### src/rtl/video_mixer.sv
// Pixel compositor: resolves sprite/playfield priority to an RRRGGGBB palette colour,
// latches collisions for the CPU, and delays syncs to stay aligned with rgb (2-stage pipe).
module video_mixer #(
  parameter int NSPR = 2
) (
  input  logic            clk,
  input  logic            reset,
  input  logic            cs,
  input  logic            rw,
  input  logic [3:0]      addr,
  input  logic [7:0]      di,
  output logic [7:0]      dout,
  input  logic            pix_en,
  input  logic [NSPR-1:0] spr_pix,
  input  logic            pf_pix,
  input  logic            blank,
  input  logic            hsync,
  input  logic            vsync,
  output logic [7:0]      rgb,
  output logic            hsync_o,
  output logic            vsync_o,
  output logic            irq
);

  logic [7:0]            bg_q, bg_d, pf_q, pf_d;
  logic [1:0]            ctrl_q, ctrl_d;
  logic [NSPR-1:0][7:0]  spr_col_q, spr_col_d;
  logic [NSPR-1:0]       ss_q, ss_d, sp_q, sp_d;
  logic [7:0]            dout_q, dout_d;
  logic                  irq_q, irq_d;

  logic [NSPR-1:0]       spr1_q, spr1_d;
  logic                  pf1_q, pf1_d, blank1_q, blank1_d;
  logic                  hs1_q, hs1_d, vs1_q, vs1_d, v1_q;
  logic [7:0]            rgb_q, rgb_d;
  logic                  hs_q, hs_d, vs_q, vs_d;

  logic                  wr, rd;
  logic [7:0]            rdata, col, spr_c;
  logic                  spr_hit;
  logic [NSPR-1:0]       ss_set, sp_set, others;

  assign wr = cs & rw;
  assign rd = cs & ~rw;

  always_comb begin
    bg_d      = bg_q;
    pf_d      = pf_q;
    ctrl_d    = ctrl_q;
    spr_col_d = spr_col_q;
    if (wr) begin
      case (addr)
        4'd0:    bg_d   = di;
        4'd1:    pf_d   = di;
        4'd2:    ctrl_d = di[1:0];
        default: ;
      endcase
      for (int i = 0; i < NSPR; i++)
        if (addr == 4'(8 + i)) spr_col_d[i] = di;
    end
  end

  always_comb begin
    rdata = 8'h00;
    case (addr)
      4'd0:    rdata = bg_q;
      4'd1:    rdata = pf_q;
      4'd2:    rdata = {6'b0, ctrl_q};
      4'd3:    rdata = 8'(ss_q);
      4'd4:    rdata = 8'(sp_q);
      default: ;
    endcase
    for (int i = 0; i < NSPR; i++)
      if (addr == 4'(8 + i)) rdata = spr_col_q[i];
    dout_d = rd ? rdata : dout_q;
  end

  // Walk downwards so the lowest-index active sprite wins.
  always_comb begin
    spr_hit = 1'b0;
    spr_c   = 8'h00;
    for (int i = NSPR - 1; i >= 0; i--)
      if (spr1_q[i]) begin
        spr_hit = 1'b1;
        spr_c   = spr_col_q[i];
      end
    if (blank1_q)              col = 8'h00;
    else if (ctrl_q[0] && pf1_q) col = pf_q;
    else if (spr_hit)          col = spr_c;
    else if (pf1_q)            col = pf_q;
    else                       col = bg_q;
  end

  always_comb begin
    ss_set = '0;
    others = '0;
    for (int i = 0; i < NSPR; i++) begin
      others    = spr1_q;
      others[i] = 1'b0;
      ss_set[i] = spr1_q[i] & (|others);
    end
    sp_set = spr1_q & {NSPR{pf1_q}};
    if (!(v1_q && !blank1_q)) begin
      ss_set = '0;
      sp_set = '0;
    end
    // Clearing read and a fresh set on the same edge: the fresh bits survive.
    ss_d  = ((rd && addr == 4'd3) ? '0 : ss_q) | ss_set;
    sp_d  = ((rd && addr == 4'd4) ? '0 : sp_q) | sp_set;
    irq_d = ctrl_d[1] & ((|ss_d) | (|sp_d));
  end

  always_comb begin
    spr1_d   = pix_en ? spr_pix : spr1_q;
    pf1_d    = pix_en ? pf_pix  : pf1_q;
    blank1_d = pix_en ? blank   : blank1_q;
    hs1_d    = pix_en ? hsync   : hs1_q;
    vs1_d    = pix_en ? vsync   : vs1_q;
    rgb_d    = v1_q ? col   : rgb_q;
    hs_d     = v1_q ? hs1_q : hs_q;
    vs_d     = v1_q ? vs1_q : vs_q;
  end

  always_ff @(posedge clk) begin
    if (reset) begin
      bg_q      <= '0;
      pf_q      <= '0;
      ctrl_q    <= '0;
      spr_col_q <= '0;
      ss_q      <= '0;
      sp_q      <= '0;
      dout_q    <= '0;
      irq_q     <= 1'b0;
      spr1_q    <= '0;
      pf1_q     <= 1'b0;
      blank1_q  <= 1'b0;
      hs1_q     <= 1'b0;
      vs1_q     <= 1'b0;
      v1_q      <= 1'b0;
      rgb_q     <= '0;
      hs_q      <= 1'b0;
      vs_q      <= 1'b0;
    end else begin
      bg_q      <= bg_d;
      pf_q      <= pf_d;
      ctrl_q    <= ctrl_d;
      spr_col_q <= spr_col_d;
      ss_q      <= ss_d;
      sp_q      <= sp_d;
      dout_q    <= dout_d;
      irq_q     <= irq_d;
      spr1_q    <= spr1_d;
      pf1_q     <= pf1_d;
      blank1_q  <= blank1_d;
      hs1_q     <= hs1_d;
      vs1_q     <= vs1_d;
      v1_q      <= pix_en;
      rgb_q     <= rgb_d;
      hs_q      <= hs_d;
      vs_q      <= vs_d;
    end
  end

  assign dout    = dout_q;
  assign irq     = irq_q;
  assign rgb     = rgb_q;
  assign hsync_o = hs_q;
  assign vsync_o = vs_q;

endmodule

### config.mk
export PLATFORM = sky130hd
export DESIGN_NAME = video_mixer
export DESIGN_NICKNAME = d
export VERILOG_FILES = /design/src/rtl/video_mixer.sv
export SDC_FILE = /design/constraint.sdc
export NUM_CORES = 1
export LEC_CHECK = 0
export CORE_MARGIN = 2
export CORE_UTILIZATION = 30
export DETAILED_ROUTE_END_ITERATION = 6
export HOLD_SLACK_MARGIN = 0.05
export SETUP_SLACK_MARGIN = 0.3
export SLEW_MARGIN = 20
export SYNTH_ARGS = -nofsm -noshare
export SYNTH_HDL_FRONTEND = slang
export SYNTH_SLANG_ARGS = --single-unit
### constraint.sdc
create_clock -name clk -period 4.4 [get_ports clk]
set_input_delay 0.44 -clock clk [delete_from_list [all_inputs] [get_ports clk]]
set_output_delay 0.44 -clock clk [all_outputs]
set_load 0.1 [all_outputs]
== Word-level counts from Yosys, hierarchy flattened ==
Index checks and enable logic that the tools add are counted.

* Register bits after elaboration: 64
* Input port bits: 23
* Output and inout bits: 19
* Word-level logic and storage cells: 64

* Equal/unequal tests: 6
* Multiplexer cells: 17
* Bitwise logic cells: 9
* Reductions and logical operators: 13

{| class="wikitable"
|+ Operator list
! cell !! number
|-
| two-way mux 8 bit || 8
|-
| case mux 8 bit (5 select lines) || 1
|-
| two-way mux 2 bit || 6
|-
| AND reduction 2 bit || 5
|-
| == test 4 x 2 -> 1 bit (second input constant) || 2
|-
| == test 4 bit (second input constant) || 2
|-
| bitwise AND 1 bit || 4
|-
| == test 4 x 1 -> 1 bit (second input constant) || 1
|-
| == test 4 x 3 -> 1 bit (second input constant) || 1
|-
| logical AND 1 bit || 4
|-
| logical NOT 4 bit || 1
|-
| bitwise OR 2 bit || 2
|-
| OR reduction 2 bit || 2
|-
| bitwise AND 2 bit || 1
|-
| two-way mux 1 bit || 2
|-
| logical NOT 1 bit || 1
|-
| inverter 1 bit || 1
|-
| bitwise OR 1 bit || 1
|}

== Logic depth before layout (Yosys ltp) ==
* Depth after elaboration: 8
* Gate-level depth with buffers: 6
* Mapped depth without buffers: 4

== Least setup slack after synthesis ==
No wires, ideal clock.

* Path kind: input to register
* Start: input port addr[3]
* End: register pf_q[0]
* Setup time: 0.128 ns
* Arrival: 1.576 ns
* Data required time: 4.272 ns
* Setup slack: 2.696 ns
* Stages on the path: 6
* Path buffers: 2
* Cell sequence: clkbuf_2 -> nor4b_4 -> nor2b_1 -> buf_4 -> mux2i_1 -> nor2_1

* Longest elaborated chain between the ends: 2

{| class="wikitable"
|+ Ends and longest elaborated chain
! element !! RTL line !! RTL
|-
| from (decl) || 10 || <nowiki>input logic [3:0] addr,</nowiki>
|-
| == test 4 x 1 -> 1 bit || 52 || <nowiki>case (addr)</nowiki>
|-
| AND reduction 2 bit (no line) || - ||
|-
| to (signal assigned) || 145 || <nowiki>pf_q <= pf_d;</nowiki>
|-
| to (decl) || 25 || <nowiki>logic [7:0] bg_q, bg_d, pf_q, pf_d;</nowiki>
|}

No other way between the ends.
A chain may end at the register's enable or synchronous reset.

== Final worst setup path ==
* Start: input port addr[1]
* End: register pf_q[2]

The elaborated chain is that of the path after synthesis.

==> metrics.md <==
| Metric | Value |
|---|---|
| Status | finished clean |
| Gr usage total | between 10 and 15% |
| Starting Density | a little under a third |
| Drt pass-1 iters | 6 |
| Fmax achieved | between 300 and 400 MHz |
| Worst-Skew Late Latency | 0.34 ns |
| IO Pins | 42 |
| Crit path DAT | 2.87 ns |
| Crit path capture | pf_q[2] |
| WP data required | about 4.6 ns |
| Post-CTS resize count | 0 |
| Hold Path Cell Cnt | 2 |
| Max-Cap Viols | 0 |
| Slew HR | around 29% |
| Antenna cells | 0 |
| Multi-input logic area | between 1500 and 2000 µm² |
| Total number of vias | 2495 |
| Drt initial violations | about 190 |
| Clock Tree Buf Depth | 2 |
| FF+latch area | approximately 1300 µm² |
| Dominant cells by area after synthesis | dfxtp_1 (42%), mux2i_1 (14%), nor2_1 (7.3%) |
| # hold bufs at CTS | 0 |
| Root Driver | clkbuf_8 |
| Vias per inst | approximately 5 |
| Pwr dens | 337 nW/µm² |
| RSZ-0062 raised after global routing | false |
| TritonCTS Sinks | 64 |
| Inst Count DP | approximately 480 |
| Post-route DRC | 0 |
| Synth Register Bits | between 60 and 70 |
| Worst R2R End | rgb[3] |
| Post-synth EDFFs | 0 |
| Max stage delay on crit path | 0.81 ns |
| CTS tree | done |
| CTS Buf Count | 9 |
| R2R cell count | 4 |
| Startpoint types | input pin |
| Setup_tns | 0 ns |
| Ys async rst share | 0% |
| DR WL/cell | roughly 16 µm |
| Share of layout cells above drive strength 1 | under 10% |
| Vias in the first global route | roughly 2.3k |
| Largest area contributor in the netlist | dfxtp_1 |
| Drt total wl | roughly 8000 µm |
| Area growth syn-to-layout | 21.1% |
| Syn avg cell area | roughly 9.4 µm² |
| Setup bufs post-CTS | 0 |
| Htree depth | 3 |
| Met3 Resource Use GR | slightly above 4% |
| Critical path capture point type | register |
| GRT busiest layer | met2 |
| Fin crit period | between 2 and 3 ns |
| Final ANT Viol Nets | 0 |
| Setup crit start | addr[1] |
| Syn_nets | 346 |
| Congestion Overflow GR | 0 |
| Library cells used by synthesis | 40 |
| Final Max Tran Viols | 0 |
| HP Class | reg -> reg |
| Post-Syn Instances | about 320 |
| Largest net degree at the start of global routing | 59 |
| Leak Pwr | about 1.4 nW |
| Nets@finish | roughly 380 |
| CP max stage cell | nor2b_1 |
| Core Area | 9820 µm² |
| Post-synth top flop | dfxtp_1 |
| Crit-path cells | clkdlybuf4s50_1, nor4b_4, nor2b_1, mux2i_1, nor2_1 |
| Kind of critical path | in -> reg |
| Final cell count without fillers | between 400 and 500 |
| Dpl hpwl | 5190 µm |
| Die area | between 10000 and 15000 µm² |
| Worst R2R Setup Slack | about 2.5 ns |
| Tcrit/Tclk final | roughly three fifths |
| Die Ht | approximately 100 µm |
| Clock Skew | between 0.01 and 0.015 ns |
| Worst-Margin Slew | roughly 1.1 ns |
| Num rows | 36 |
| Synth Cell Area | about 3000 µm² |
| Clock slew at reported path FFs | ~0.07 ns |
| Wire length of the first global-routing pass | roughly 12000 µm |
| Finish-stage setup viols | 0 |
| Synth cell count leaders | dfxtp_1 (64), nor2_1 (59), mux2i_1 (42) |
| Post-synthesis sequential area ratio | 42.1% |
| Met1 Use GR | 20.1% |
| Die W | 105 µm |
| Synth Warn # | 0 |
| Fill cells | roughly 1.1k |
| Port bufs | 41 |
| Final hold vios | 0 |
| VDD IR-drop max | 0.158 mV |
| Met2 Use GR | between 20% and 30% |
| Most numerous cell in the Yosys netlist | dfxtp_1 |
| CP Max Fanout | 13 |
| Post-route cell area | between 3000 and 4000 µm² |
| Routability Congestion | slightly below 0.8 |
| Placed cell area | 3510 µm² |
| Worst r2r src | v1_q |
| Initial antenna violation count | 0 |
| Synth top area share | 42.1% |
==> layout by cell type (no fill, tap or decap), drive strengths merged, types with 10 or more instances in the layout <==
cell and count:
o21ai 13, clkbuf 10, clkdlybuf4s50 40, nand2 13, nor2 59, dfxtp 64, nand2b 10, mux2i 42
a21oi 10
==> flip-flops by register name, indices dropped and copies added, names as in the netlist, 2 cells and up <==
name,flops
bg_q,8
ctrl_q,2
dout,8
pf_q,8
rgb,8
sp_q,2
spr1_q,2
spr_col_q,16
ss_q,2
==> critical path, delay by kind of cell <==
| family | cells | cell delay, ns |
|---|---|---|
| and+or+nand+nor | 3 | 1.44 |
| muxes | 1 | 0.28 |
| buffers and inverters | 1 | 0.71 |
==> stage by stage <==
| stage | total power (W) | hold slack (ns) | util [%] | worst slack, ns |
|---|---|---|---|---|
| floorplan | 0.000732 | 0.440 | - | 2.70 |
| global placement | 0.000785 | 0.444 | 35.7 | 1.47 |
| detailed placement | 0.000785 | 0.447 | 35.7 | 1.37 |
| CTS | 0.00125 | 0.457 | 37.5 | 1.70 |
| global route | 0.00129 | 0.485 | 37.5 | 1.49 |
| finish | 0.00124 | 0.451 | 37.5 | 1.71 |
==> report_power, final <==
group          switching [W]  internal (W)
logic               0.000110     0.0000589
registers          0.0000120      0.000592
clock network       0.000214      0.000253
total               0.000336      0.000904
==> layer usage <==
| metal | vias to the layer above | routed length, µm |
|---|---|---|
| met1 | 1192 | 3900 |
| met5 | - | 0 |
| met4 | 0 | 103 |
| met3 | 10 | 407 |
| li1 | 1223 | - |
| met2 | 70 | 3390 |
==> final cells by class <==
| type | instances | share of cell area (%) |
|---|---|---|
| well taps | 133 | 4.52 |
| multi-input cells | 231 | 44.0 |
| repair buffers | 44 | 11.6 |
| inverters | 3 | 0.306 |
| clock inverters | 4 | 1.29 |
| clock buffers | 10 | 3.47 |
| flip-flops and latches | 64 | 34.8 |
==> cell families after synthesis <==
| kind of cell | count (synthesis) | synth area share [%] |
|---|---|---|
| DFF | 64 | 42.1 |
| buffers and inverters | 28 | 4.57 |
| AOI/OAI and AO/OA | 71 | 17.6 |
| muxes | 48 | 16.0 |
| and+or+nand+nor | 112 | 19.7 |
==> worst min-delay path by stage <==
stage	startpoint	endpoint	slack (ns)
after floorplan	ss_q[0]	ss_q[0]	0.44
after global placement	dout[1]	dout[1]	0.44
after detailed placement	dout[1]	dout[1]	0.45
after CTS	dout[1]	dout[1]	0.46
after global routing	dout[1]	dout[1]	0.48
final	dout[1]	dout[1]	0.45
Power figures use the tool's default switching activity.
